File: src/rtl/serial_pattern_tx.sv
// MSB-first serializer with per-bit valid/nibble/full strobes. The bit source is
// either a word taken over a valid/ready handshake or a fixed pattern repeated while requested.
module serial_pattern_tx #(
    parameter int WIDTH = 32,
    parameter int FDW = 0,
    parameter logic [((FDW > 0) ? FDW : 1)-1:0] FIXED_DATA = '0,
    parameter int DIV = 1
) (
    input  logic             clk,
    input  logic             rst,
    input  logic [WIDTH-1:0] word_i,
    input  logic             word_valid_i,
    output logic             word_ready_o,
    input  logic             pattern_en_i,
    output logic             data_o,
    output logic             data_val_o,
    output logic             nibble_o,
    output logic             full_o,
    output logic             busy_o
);

    localparam int MAXW = (WIDTH > FDW) ? WIDTH : FDW;
    localparam int BW = $clog2(MAXW);
    localparam int DW = $clog2(DIV) + 1;
    localparam int PW = (FDW > 0) ? FDW : 1;
    localparam logic [BW-1:0] WLAST = BW'(WIDTH - 1);
    localparam logic [BW-1:0] PLAST = BW'(PW - 1);
    localparam logic [DW-1:0] DLAST = DW'(DIV - 1);
    localparam logic PAT_OK = (FDW > 0);

    typedef enum logic [1:0] {
        IDLE    = 2'd0,
        SHIFT   = 2'd1,
        PATTERN = 2'd2
    } state_t;

    state_t           state_r, state_s;
    logic [BW-1:0]    bit_r, bit_s;
    logic [DW-1:0]    div_r, div_s;
    logic [WIDTH-1:0] word_r, word_s;
    logic             data_r, data_s;
    logic             val_r, val_s;
    logic             nib_r, nib_s;
    logic             full_r, full_s;
    logic             busy_r, busy_s;
    logic             ready_s;
    logic             pat_req_s, div_end_s;
    logic             load_s, start_pat_s, advance_s, go_idle_s;

    // Pattern bit for index idx, counted from the MSB of FIXED_DATA
    function automatic logic pat_bit(input logic [BW-1:0] idx);
        logic r;
        r = 1'b0;
        for (int k = 0; k < PW; k++) begin
            if (idx == BW'(PW - 1 - k)) begin
                r = FIXED_DATA[k];
            end
        end
        return r;
    endfunction

    // Next-state decision, then the action it implies on counters and outputs
    always_comb begin
        state_s     = state_r;
        bit_s       = bit_r;
        div_s       = div_r;
        word_s      = word_r;
        data_s      = data_r;
        val_s       = 1'b0;
        nib_s       = 1'b0;
        full_s      = 1'b0;
        ready_s     = 1'b0;
        load_s      = 1'b0;
        start_pat_s = 1'b0;
        advance_s   = 1'b0;
        go_idle_s   = 1'b0;
        pat_req_s   = pattern_en_i & PAT_OK;
        div_end_s   = (div_r == DLAST);

        case (state_r)
            IDLE: begin
                if (pat_req_s) begin
                    start_pat_s = 1'b1;
                end else begin
                    ready_s = 1'b1;
                    if (word_valid_i) begin
                        load_s = 1'b1;
                    end else begin
                        go_idle_s = 1'b1;
                    end
                end
            end
            SHIFT: begin
                if (!div_end_s) begin
                    div_s = div_r + DW'(1);
                end else if (bit_r != WLAST) begin
                    advance_s = 1'b1;
                end else if (pat_req_s) begin
                    start_pat_s = 1'b1;
                end else begin
                    // Last bit period of a word: a follow-on word continues without a gap
                    ready_s = 1'b1;
                    if (word_valid_i) begin
                        load_s = 1'b1;
                    end else begin
                        go_idle_s = 1'b1;
                    end
                end
            end
            PATTERN: begin
                if (!div_end_s) begin
                    div_s = div_r + DW'(1);
                end else if (bit_r != PLAST) begin
                    advance_s = 1'b1;
                end else if (pat_req_s) begin
                    start_pat_s = 1'b1;
                end else begin
                    go_idle_s = 1'b1;
                end
            end
            default: begin
                go_idle_s = 1'b1;
            end
        endcase

        if (load_s) begin
            state_s = SHIFT;
            bit_s   = '0;
            div_s   = '0;
            word_s  = word_i << 1;
            data_s  = word_i[WIDTH-1];
            val_s   = 1'b1;
            nib_s   = 1'b1;
        end else if (start_pat_s) begin
            state_s = PATTERN;
            bit_s   = '0;
            div_s   = '0;
            data_s  = pat_bit('0);
            val_s   = 1'b1;
            nib_s   = 1'b1;
            full_s  = (PLAST == '0);
        end else if (advance_s) begin
            bit_s = bit_r + BW'(1);
            div_s = '0;
            val_s = 1'b1;
            nib_s = (bit_s[1:0] == 2'd0);
            if (state_r == SHIFT) begin
                data_s = word_r[WIDTH-1];
                word_s = word_r << 1;
                full_s = (bit_s == WLAST);
            end else begin
                data_s = pat_bit(bit_s);
                full_s = (bit_s == PLAST);
            end
        end else if (go_idle_s) begin
            state_s = IDLE;
            bit_s   = '0;
            div_s   = '0;
            data_s  = 1'b0;
        end else begin
            state_s = state_r;
        end

        busy_s = (state_s != IDLE);
    end

    // State, counters, shift register and registered outputs
    always_ff @(posedge clk) begin
        if (rst) begin
            state_r <= IDLE;
            bit_r   <= '0;
            div_r   <= '0;
            word_r  <= '0;
            data_r  <= 1'b0;
            val_r   <= 1'b0;
            nib_r   <= 1'b0;
            full_r  <= 1'b0;
            busy_r  <= 1'b0;
        end else begin
            state_r <= state_s;
            bit_r   <= bit_s;
            div_r   <= div_s;
            word_r  <= word_s;
            data_r  <= data_s;
            val_r   <= val_s;
            nib_r   <= nib_s;
            full_r  <= full_s;
            busy_r  <= busy_s;
        end
    end

    assign word_ready_o = ready_s;
    assign data_o       = data_r;
    assign data_val_o   = val_r;
    assign nibble_o     = nib_r;
    assign full_o       = full_r;
    assign busy_o       = busy_r;

endmodule
File: config.mk
export PLATFORM = sky130hd
export DESIGN_NAME = serial_pattern_tx
export DESIGN_NICKNAME = d
export VERILOG_FILES = /design/src/rtl/serial_pattern_tx.sv
export SDC_FILE = /design/constraint.sdc
export NUM_CORES = 1
export LEC_CHECK = 0
export ABC_AREA = 1
export BUFFER_PORTS_ARGS = -buffer_cell sky130_fd_sc_hd__buf_2
export CAP_MARGIN = 0
export CORE_MARGIN = 1.5
export CORE_UTILIZATION = 37
export CTS_CLUSTER_DIAMETER = 120
export CTS_CLUSTER_SIZE = 20
export DETAILED_ROUTE_END_ITERATION = 12
export PLACE_DENSITY = 0.59
export SLEW_MARGIN = 20
export SYNTH_ARGS = -nofsm -noshare
export SYNTH_HDL_FRONTEND = slang
export SYNTH_SLANG_ARGS = --single-unit
export TNS_END_PERCENT = 20
File: constraint.sdc
create_clock -name clk -period 2.2 [get_ports clk]
set_input_delay 0.11 -clock clk [delete_from_list [all_inputs] [get_ports clk]]
set_output_delay 0.11 -clock clk [all_outputs]
set_load 0.1 [all_outputs]
# Word-level counts from Yosys, hierarchy flattened
# Cells that the tools add are included.
# word_totals
reg_bits	45
in_bits	36
output_inout_bits	6
wordCells	67
# classes
addsub	2
n_eq_ne	4
n_mux	36
bitwise_logic	1
n_reduce_logical	14
# op_table
operator	count
32-bit two-way mux	3
1-bit two-way mux	24
5-bit two-way mux	2
2-bit nonzero test	4
2-bit two-way mux	3
1-bit one-hot mux with 2 select lines	3
5-bit by 1-bit adder with 5-bit output (second input constant)	1
5-bit == test (second input constant)	1
5-bit logical NOT	1
5-bit != test (second input constant)	1
5-bit nonzero test	1
2-bit logical NOT	2
2-bit OR reduction	2
4-bit OR reduction	1
1-bit one-hot mux with 3 select lines	1
3-bit nonzero test	1
3-bit OR reduction	1
2-bit by 1-bit == test with 1-bit output (second input constant)	1
2-bit == test (second input constant)	1
2-bit AND reduction	1
1-bit adder (second input constant)	1
1-bit NOT	1

# Logic depth before layout (Yosys ltp)
# Gate-level depths: netlist (run 1).
# depth
ltp_word	8
ltp_mapped	15
mapped_depth_nobuf	14

# Worst setup path before layout (run 1)
# No wires, ideal clock.
# synth_path
path_kind	reg2reg
start	register bit_r[1]
end	register word_r[10]
setup_time_ps	64
arrival_ps	2065
required_time_ps	2136
setup_slack_ps	71
path_stages_with_launch	16
n_path_buf	1
period_less_slack_ps	2129
cell_sequence	dfxtp_1 -> ha_1 -> nand2_1 -> nor2_1 -> ha_1 -> nand2_1 -> nand2_2 -> nand2_4 -> inv_4 -> buf_4 -> nand2_1 -> nand2_1 -> inv_1 -> nand2_1 -> nand2_1 -> nor2_1
# synth_via
elab_chain_len	6
word_cells_on_any_way	14
cone_classes	eq/ne: 1; mux: 9; reduce/logical: 4
# synth_rtl
item	line	rtl
start, declared	38	logic [BW-1:0] bit_r, bit_s;
start signal, assigned	181	bit_r <= bit_s;
5-bit != test / 5-bit nonzero test (equally long branches)	96, 113	
1-bit two-way mux (on tied branches)	96, 113	
1-bit two-way mux (on tied branches)	94, 111	
1-bit one-hot mux with 2 select lines	80	case (state_r)
2-bit nonzero test (no source line)	n/a	
2-bit AND reduction (no source line)	n/a	
end signal, assigned	183	word_r <= word_s;
end, declared	40	logic [WIDTH-1:0] word_r, word_s;
# Several ways; a longest one is shown, not always the timed one.
# A chain may end at the register's enable or synchronous reset.

# Final worst setup path (run 1)
# layout_path
start	register bit_r[0]
end	register bit_r[4]
# layout_via
elab_chain_len	5
word_cells_on_any_way	19
cone_classes	add/sub: 1; eq/ne: 1; mux: 14; reduce/logical: 3
# layout_rtl
item	line
5-bit != test / 5-bit nonzero test (equally long branches)	96, 113
1-bit two-way mux (on tied branches)	96, 113
1-bit two-way mux (on tied branches)	94, 111
1-bit one-hot mux with 3 select lines / 1-bit one-hot mux with 2 select lines (equally long branches)	80
2-bit nonzero test (no source line) (tied with other cells)	n/a
# Several ways; a longest one is shown, not always the timed one.

==> results by group, run 1 <==
Yosys
  – Area leader, netlist: dfxtp_1
  – Synth Area in Compound Gates: 0.0256
  – Post-synth EDFFs: 0
  – Synth Area in Adders: 0.0470
  – Synth cell count leaders: 174 x nand2_1, 71 x nor2_1, 47 x inv_1
  – Sequential element share of the synthesized area: 0.360
  – Mux cell area share after synthesis: 0
  – Netlist Area Pre-Place: 2390 sq um
  – Largest family of logic cells by synthesized area: simple AND/OR/NAND/NOR gates
  – FF+latch count, synth: 43
  – Synth top area share: 0.360
  – Mapped Cells: 391
  – Post-Synth Simple-Gate Area: 0.431
  – Xor and xnor area share after synthesis: 0.00732
  – Synth Area per Inst: 6.12 sq um
  – Main synth FF type: dfxtp_1
  – Warnings from Yosys: 0
  – Asr flop ratio synth: 0
  – Syn nets: 436
  – Top post-synthesis cells by area: dfxtp_1 36%, nand2_1 27%, nor2_1 11%, inv_1 7.4%, ha_1 4.7%
  – Netlist cell types: 24
  – Most common cell in the netlist: nand2_1

Place
  – Cell Count Post-Placement: 502
  – DP Area: 2660 sq um
  – Routability congestion estimate: 0.807
  – Port bufs: 40
  – HPWL after DPL: 3220 um

Floorplan
  – Core area: 6310 sq um
  – Die area: 6960 sq um
  – Io pins: 42
  – Die W: 83.4 um
  – Starting density of the core: 0.379
  – Die Y: 83.4 um
  – Row count: 29

Setup path
  – R2R setup slack: 0.28 ns
  – Critical path class: register to register
  – CP Capture Type: register
  – Worst Path Max Fanout: 20
  – Worst Setup EP: bit_r[4]
  – Reg-to-Reg End: bit_r[4]
  – FF-to-FF Start: bit_r[0]
  – Reg2Reg Depth: 11
  – Setup crit start kind: register
  – Required @ worst endpoint: 2.43 ns
  – Worst setup startpoint: bit_r[0]
  – CP arrival: 2.15 ns

Detailed routing
  – DR DRC count: 0
  – Drt initial violations: 75
  – Via/cell ratio: 4.31
  – Initial DRT Pass Iterations: 4
  – Post-DR wirelength/cell: 9.39 um
  – Vias: 2,189
  – Total wire length: 4770 um
  – Antenna Nets Post-Route: 0

Final layout
  – FILL cells: 707
  – Final cell count without fillers: 508
  – P&R area growth vs syn: 14.1%
  – # nets final: 477
  – Multi-input logic area: 1220 sq um
  – Fraction of final layout cells sized beyond drive strength 1: 0.139
  – Design area: 2730 sq um
  – ANT cells: 0
  – Register area: 861 sq um

GRT
  – GR peak layer: met2
  – GRT Total Usage: 0.141
  – Aggregate global routing overflow: 0
  – Routing usage on met1: 0.189
  – Met2 Use GR: 0.227
  – Vias in the first global route: 1,813
  – Initial antenna violation count: 0
  – First-pass GRT wire length: 8220 um
  – Met3 global-route usage: 0.0358
  – Largest net degree at the start of global routing: 45

Clock network
  – Root Driver: clkbuf_8
  – Total CTS buffers: 5
  – Post-CTS Repair Setup Buffers: 0
  – CTS clk-pin slew, worst paths: 0.08 ns
  – H-Tree Depth: 2
  – Gates resized, CTS repair: 0
  – Clock Latency Late Sink: 0.30 ns
  – CTS tree: yes
  – Clock Sinks: 43
  – Clk buf depth: 2
  – Hold Buf Count CTS: 0

Timing
  – Worst rel slew slack: 0.674
  – Final TNS setup: 0 ns
  – F_max: 521 MHz
  – Clock skew: 0.00393 ns
  – Hold Vio Cnt, Final: 0
  – Fin crit share: 0.872
  – Pins over their slew limit: 0
  – Min Clock Period, post-route: 1.92 ns
  – Setup Viol. Count Final: 0
  – Tightest Pin Transition: 0.492 ns
  – RSZ-0062 raised after global routing: false

Power and ir drop
  – VDD IR-drop max: 0.293 mV
  – Power Dens Cells: 639 nW/um^2
  – LEAKAGE: 0.00151 uW

Flow run
  – Max-Cap Viols: 0

Min path
  – Hold Crit Class: input pin to register

Run status
  – Outcome: complete, no violations
## flip-flops by register name (all words and copies together) (netlist names)
register	count
data_val_o	1
full_o	1
word_r	31
state_r	2
bit_r	5
nibble_o	1
data_o	1
busy_o	1
## cell families (layout without fill, tap and decap cells)
family                     Yosys count  after routing
DFF                                 43             43
AOI/OAI and AO/OA                   11             11
xor gates and xnor gates             2              2
buffers and inverters               63            103
and+or+nand+nor                    263            263
adders and majority gates            9              9
## power breakdown
group	switching, uW	leakage [uW]	total [uW]	internal, uW
sequential	27.5	0.000354	865	837
combinational	255	0.00112	397	142
clock	273	0.0000361	485	211
total	556	0.00151	1750	1190
## how the worst min path moves through the flow
| stage | start | to | slack [ns] | depth (start not counted) |
|---|---|---|---|---|
| 3_5_place_dp | rst | word_r[1] | 0.35 | 2 |
| 3_3_place_gp | rst | word_r[1] | 0.33 | 2 |
| 6_report | rst | word_r[1] | 0.03 | 2 |
| 5_1_grt | rst | word_r[1] | 0.03 | 2 |
| 2_1_floorplan | rst | word_r[1] | 0.18 | 1 |
| 4_1_cts | rst | word_r[1] | 0.03 | 2 |
## worst max-delay path, cell delays in order (launching register included)
cell,delay [ns]
dfxtp_1,0.32
ha_1,0.22
nand2_1,0.07
nor2_1,0.04
ha_1,0.18
nand2_1,0.08
nand2_2,0.07
nand2_4,0.11
inv_4,0.12
nor2_1,0.38
nand2_1,0.09
o22ai_1,0.16
## through the flow
| stage | setup slack (ns) | power [uW] | hold slack (ns) | utilization |
|---|---|---|---|---|
| after global routing | 0.0389 | 1860 | 0.0285 | 0.433 |
| after floorplan | 0.0713 | 1200 | 0.179 | - |
| after detailed placement | 0.284 | 1280 | 0.350 | 0.421 |
| after CTS | 0.265 | 1760 | 0.0348 | 0.433 |
| after global placement | 0.287 | 1280 | 0.334 | 0.421 |
| final | 0.282 | 1750 | 0.0321 | 0.433 |
## final cells by class
cell class	instances	share of cell area
Timing Repair Buffer	49	0.107
Clock buffer	5	0.0252
Tap cell	77	0.0353
Sequential cell	43	0.315
Clock inverter	1	0.00275
Multi-Input combinational cell	285	0.448
Inverter	48	0.0669
## routing by layer
metal	wire [um]	vias to the layer above
met4	60	0
met1	2370	933
met5	0	-
li1	-	1224
met2	2140	28
met3	198	4
## cell usage in the layout, fill, tap and decap left out
cell type and instances:
a21boi_1 1, nand2_4 2, clkinvlp_4 1, ha_1 9, inv_1 47, xor2_1 2
nor3_1 1, clkbuf_8 5, o22ai_1 1, nand4_1 1, o21a_1 1, buf_12 2
a21oi_1 6, buf_2 40, nor2_1 71, inv_4 1, nand2_1 174, nand3_2 1
dfxtp_1 43, buf_4 7, nand2_2 1, o21ai_0 1, or2_0 1, nand3_1 11
o21ai_1 1
(Power assumes the default switching activity.)
==> run 2: changes to the inputs <==
- CELL_PAD_IN_SITES_DETAIL_PLACEMENT: default -> 0
- CELL_PAD_IN_SITES_GLOBAL_PLACEMENT: default -> 1
- PLACE_DENSITY: 0.59 -> 0.79
==> run 2 against run 1 <==
Net effect: critical path type unchanged; sequential power barely moved; highest routed layer unchanged; clock-buffer cell count did not move; clock power rose by 26%; non-clock buffer count rose by 1; global-route usage rose by 0.82 points; cell area rose by 2.7%; total power rose by 8.2%; first-iteration DRC count rose by 56%; largest power group unchanged.
==> results by group, run 2 (synthesized netlist as in run 1, its figures left out) <==
Run status
  – Outcome: complete, no violations

Timing
  – Setup Viol. Count Final: 0 (unchanged)
  – Final TNS setup: 0 ns (unchanged)
  – Clock skew: 0.00553 ns (+0.00160 ns)
  – Hold Vio Cnt, Final: 0 (unchanged)
  – Pins over their slew limit: 0 (unchanged)
  – Post-route setup slack: 0.250 ns (-0.0311 ns)
  – Tightest Pin Transition: 0.500 ns (+0.00786 ns)
  – Hold slack: 0.0103 ns (-0.0218 ns)
  – Min Clock Period, post-route: 1.95 ns (+0.0311 ns)
  – F_max: 513 MHz (-1.6%)
  – Fin crit share: 0.886 (+0.0141)
  – RSZ-0062 raised after global routing: false
  – Worst rel slew slack: 0.666 (-0.00873)

Setup path
  – Worst Path Max Fanout: 16 (-20%)
  – CP arrival: 2.18 ns (+0.03 ns)
  – Reg2Reg Depth: 11 (unchanged)
  – Worst setup startpoint: bit_r[0]
  – Setup crit start kind: register
  – FF-to-FF Start: bit_r[0]
  – Required @ worst endpoint: 2.43 ns (about the same)
  – Critical path class: register to register
  – CP Capture Type: register

Clock network
  – Post-CTS Repair Setup Buffers: 0 (unchanged)
  – H-Tree Depth: 2 (unchanged)
  – CTS clk-pin slew, worst paths: 0.08 ns (about the same)
  – Total CTS buffers: 5 (unchanged)
  – CTS tree: yes
  – Clock Latency Late Sink: 0.30 ns (about the same)
  – Clk buf depth: 2 (unchanged)
  – Clock Sinks: 43 (unchanged)
  – Root Driver: clkbuf_8
  – Gates resized, CTS repair: 0 (unchanged)
  – Hold Buf Count CTS: 0 (unchanged)

Final layout
  – P&R area growth vs syn: 17.3%
  – Fraction of final layout cells sized beyond drive strength 1: 0.143 (+0.00398)
  – Top reg by flops: word_r
  – FILL cells: 709 (+0.28%)
  – Commonest cells after routing, fill and taps aside: 174 x nand2_1, 71 x nor2_1, 47 x inv_1, 43 x dfxtp_1, 40 x buf_2
  – Commonest non-fill, non-tap cell in the layout: nand2_1
  – Design area: 2810 sq um (+2.7%)
  – ANT cells: 0 (unchanged)
  – Top Registers: word_r: 31 flops, bit_r: 5 flops, state_r: 2 flops
  – # nets final: 478 (+0.21%)
  – Max FFs per register: 31 (unchanged)

GRT
  – First-pass GRT wire length: 8510 um (+3.6%)
  – Vias in the first global route: 1,963 (+8.3%)
  – Aggregate global routing overflow: 0 (unchanged)
  – Initial antenna violation count: 0 (unchanged)
  – Largest net degree at the start of global routing: 23 (-49%)
  – GRT Total Usage: 0.150 (+0.00818)

Power and ir drop
  – Power Dens Cells: 673 nW/um^2 (+5.3%)
  – VDD IR-drop max: 0.411 mV (+40%)
  – LEAKAGE: 0.00154 uW (+2.1%)

Detailed routing
  – Drt initial violations: 117 (+56%)
  – Vias: 2,187 (-0.091%)
  – Via/cell ratio: 4.29 (-0.48%)
  – Post-DR wirelength/cell: 9.76 um (+3.9%)
  – DR DRC count: 0 (unchanged)
  – Initial DRT Pass Iterations: 4 (unchanged)
  – Total wire length: 4980 um (+4.3%)
  – Antenna Nets Post-Route: 0 (unchanged)

Min path
  – Hold path start: rst
  – Worst Hold Depth: 2 (unchanged)
  – Hold Crit Class: input pin to register

Place
  – Pre-CTS setup slack: 0.271 ns (-0.0133 ns)
  – DP Area: 2700 sq um (+1.7%)
  – Port bufs: 40 (unchanged)
  – HPWL after DPL: 3430 um (+6.7%)
  – Routability congestion estimate: 0.819 (+1.4%)

Floorplan
  – Die Y: 83.4 um (unchanged)
  – Core area: 6310 sq um (unchanged)
  – Row count: 29 (unchanged)
  – Die area: 6960 sq um (unchanged)
  – Io pins: 42 (unchanged)
  – Starting density of the core: 0.379 (unchanged)
  – Die W: 83.4 um (unchanged)

Flow run
  – Max-Cap Viols: 0 (unchanged)
==> run 2: cell count changes in the layout (fill, tap and decap cells not counted) <==
cell       change
buf_12         +3
buf_4          -2
bufinv_16      +1
==> run 2: path summary, 6_finish.rpt <==
path | to | slack (ns)
max | bit_r[4] | 0.25
min | word_r[1] | 0.01
max reg2reg | bit_r[4] | 0.25
min reg2reg | word_r[1] | 0.49
==> run 2: metrics by stage <==
step,power (uW),util,cells
after CTS,1910,0.445,510
final,1890,0.445,510
after floorplan,1200,-,391
after detailed placement,1300,0.428,503
after global routing,2000,0.445,510
after global placement,1300,0.428,503
==> run 2: power breakdown <==
group / switching [uW] / leakage (uW) / internal [uW] / total [uW]
sequential: 28.1 / 0.000354 / 837 / 865
clock: 278 / 0.0000502 / 332 / 610
combinational: 260 / 0.00114 / 154 / 414
total: 566 / 0.00154 / 1320 / 1890
==> run 2: cell type report <==
cell class              instances  area (sq um)  share of cell area
inverters                      48           183              0.0651
clock inverters                 2          37.5              0.0134
flip-flops and latches         43           861               0.307
well taps                      77          96.3              0.0343
multi-input cells             285          1220               0.436
clock buffers                   5          68.8              0.0245
repair buffers                 50           338               0.120
==> run 2: layer usage <==
layer / wire length [um] / track usage / vias to the layer above
met3: 171 / 0.0368 / 6
met2: 2200 / 0.253 / 31
met1: 2530 / 0.187 / 922
met5: 0 / 0 / -
li1: - / - / 1228
met4: 75 / 0.0492 / 0
==> run 2: worst max-delay path, cell delays in order (launching register included) <==
cell and delay, ns:
dfxtp_1 0.32, ha_1 0.22, nand2_1 0.07, nor2_1 0.04
ha_1 0.19, nand2_1 0.08, nand2_2 0.08, nand2_4 0.11
inv_4 0.10, nor2_1 0.41, nand2_1 0.09, o22ai_1 0.16
==> run 3: changes to the inputs <==
- CELL_PAD_IN_SITES_DETAIL_PLACEMENT: 0 -> 1
==> run 3 against run 2 <==
Net effect: combinational power grew 3%; critical path depth grew 1; global-route usage grew 2.7 points; clock skew grew 0.0020 ns; utilization shrank 0.34 points; fmax shrank 3.9%; routed wire length grew 14%; hold slack gained 0.0033 ns; sequential cell count is the same; cell area shrank 0.76%; critical endpoint is now word_r[24].
==> results by group, run 3 (synthesized netlist as in run 1, its figures left out) <==
Final layout
  – # nets final: 478 (unchanged)
  – Multi-input logic area: 1220 sq um (unchanged)
  – ANT cells: 0 (unchanged)
  – Max FFs per register: 31 (unchanged)
  – Commonest non-fill, non-tap cell in the layout: nand2_1
  – Top reg by flops: word_r
  – Fraction of final layout cells sized beyond drive strength 1: 0.143 (-0.000330)
  – Top Registers: word_r: 31 flops, bit_r: 5 flops, state_r: 2 flops
  – Layout Utilization: 0.441 (-0.00337)
  – Register area: 861 sq um (unchanged)
  – P&R area growth vs syn: 16.4%
  – Commonest cells after routing, fill and taps aside: 174 x nand2_1, 71 x nor2_1, 47 x inv_1, 43 x dfxtp_1, 40 x buf_2
  – FILL cells: 902 (+27%)

Setup path
  – CP arrival: 2.22 ns (+0.04 ns)
  – Setup crit start kind: register
  – Worst Path Max Fanout: 18 (+2)
  – Crit path top cell by count: nand2_1
  – Critical path class: register to register
  – R2R setup slack: 0.17 ns (-0.08 ns)
  – Crit-path cells: ha_1 -> nand2_1 -> nor2_1 -> ha_1 -> or2_0 -> nand2_1 -> nand3_2 -> nand2_4 -> buf_12 -> nand2_1 -> nand2_1 -> nor2_1
  – Crit path largest cell delay: 0.32 ns (-0.09 ns)
  – Reg2Reg Depth: 12 (+1)
  – CP bufs+invs: 1 (unchanged)
  – Delay-heaviest family, CP: simple AND/OR/NAND/NOR gates
  – Slowest CP cell: dfxtp_1
  – CP Capture Type: register
  – Crit path depth: 12 (+1)
  – Required @ worst endpoint: 2.39 ns (-0.04 ns)

Timing
  – Worst rel slew slack: 0.670 (+0.00434)
  – Clock skew: 0.00750 ns (+0.00198 ns)
  – Tightest Pin Transition: 0.494 ns (-0.00520 ns)
  – RSZ-0062 raised after global routing: false
  – Setup Viol. Count Final: 0 (unchanged)
  – F_max: 493 MHz (-3.9%)
  – Hold Vio Cnt, Final: 0 (unchanged)
  – Pins over their slew limit: 0 (unchanged)
  – Fin crit share: 0.922 (+0.0361)
  – Min Clock Period, post-route: 2.03 ns (+0.0793 ns)
  – Final TNS setup: 0 ns (unchanged)

GRT
  – Aggregate global routing overflow: 0 (unchanged)
  – First-pass GRT wire length: 10,100 um (+19%)
  – Vias in the first global route: 2,267 (+15%)
  – Initial antenna violation count: 0 (unchanged)
  – GRT Total Usage: 0.177 (+0.0273)
  – Largest net degree at the start of global routing: 23 (unchanged)

Place
  – Routability congestion estimate: 0.819 (unchanged)
  – HPWL after DPL: 4150 um (+21%)
  – Port bufs: 40 (unchanged)

Clock network
  – Gates resized, CTS repair: 0 (unchanged)
  – Root Driver: clkbuf_8
  – Total CTS buffers: 5 (unchanged)
  – Hold Buf Count CTS: 0 (unchanged)
  – H-Tree Depth: 2 (unchanged)
  – Clock Latency Late Sink: 0.30 ns (about the same)
  – Post-CTS Repair Setup Buffers: 0 (unchanged)
  – CTS tree: yes
  – CTS clk-pin slew, worst paths: 0.09 ns (about the same)
  – Clock Sinks: 43 (unchanged)
  – Clk buf depth: 2 (unchanged)

Floorplan
  – Die area: 6960 sq um (unchanged)
  – Die Y: 83.4 um (unchanged)
  – Starting density of the core: 0.379 (unchanged)
  – Core area: 6310 sq um (unchanged)
  – Row count: 29 (unchanged)
  – Io pins: 42 (unchanged)
  – Die W: 83.4 um (unchanged)

Min path
  – Worst Hold Depth: 2 (unchanged)
  – Hold Crit Class: input pin to register

Detailed routing
  – Total wire length: 5670 um (+14%)
  – Vias: 2,295 (+4.9%)
  – Drt initial violations: 84 (-28%)
  – Post-DR wirelength/cell: 11.1 um (+14%)
  – Antenna Nets Post-Route: 0 (unchanged)
  – DR DRC count: 0 (unchanged)
  – Initial DRT Pass Iterations: 4 (unchanged)
  – Via/cell ratio: 4.49 (+4.7%)

Power and ir drop
  – LEAKAGE: 0.00153 uW (-0.59%)
  – VDD IR-drop max: 0.335 mV (-18%)
  – Power Dens Cells: 645 nW/um^2 (-4.2%)

Run status
  – Outcome: complete, no violations

Flow run
  – Max-Cap Viols: 0 (unchanged)
## run 3: cell type report
class	instances	share of cell area
clock buffers	6	0.0261
clock inverters	2	0.00449
inverters	48	0.0656
multi-input cells	285	0.439
flip-flops and latches	43	0.309
well taps	77	0.0346
repair buffers	50	0.121
## run 3: path summary, 6_finish.rpt
kind,start,end
hold / removal,rst,word_r[1]
hold reg to reg,word_r[17],word_r[17]
setup reg to reg,bit_r[0],word_r[24]
setup / recovery,bit_r[0],word_r[24]
## run 3: through the flow
stage	std cells	cell area [sq um]	hold WS (ns)	setup WS, ns	power (uW)
6_report	511	2790	0.0136	0.171	1800
5_1_grt	511	2790	0.0153	0.00108	1920
4_1_cts	511	2790	0.0112	0.161	1820
3_5_place_dp	503	2700	0.335	0.237	1310
3_3_place_gp	503	2700	0.330	0.262	1300
2_1_floorplan	391	2390	0.179	0.0713	1200
## run 3: per-layer routing
layer	up-vias	wire length, um	share of wire	global-route usage
met5	-	0	0	0
met4	0	100	0.018	0.0596
met3	7	170	0.030	0.0358
met2	32	2800	0.49	0.316
met1	1026	2590	0.46	0.211
li1	1230	-	-	-
## run 3: report_power, final
part / internal, uW / switching [uW]
combinational: 154 / 270
clock: 222 / 283
sequential: 837 / 29.2
total: 1210 / 582
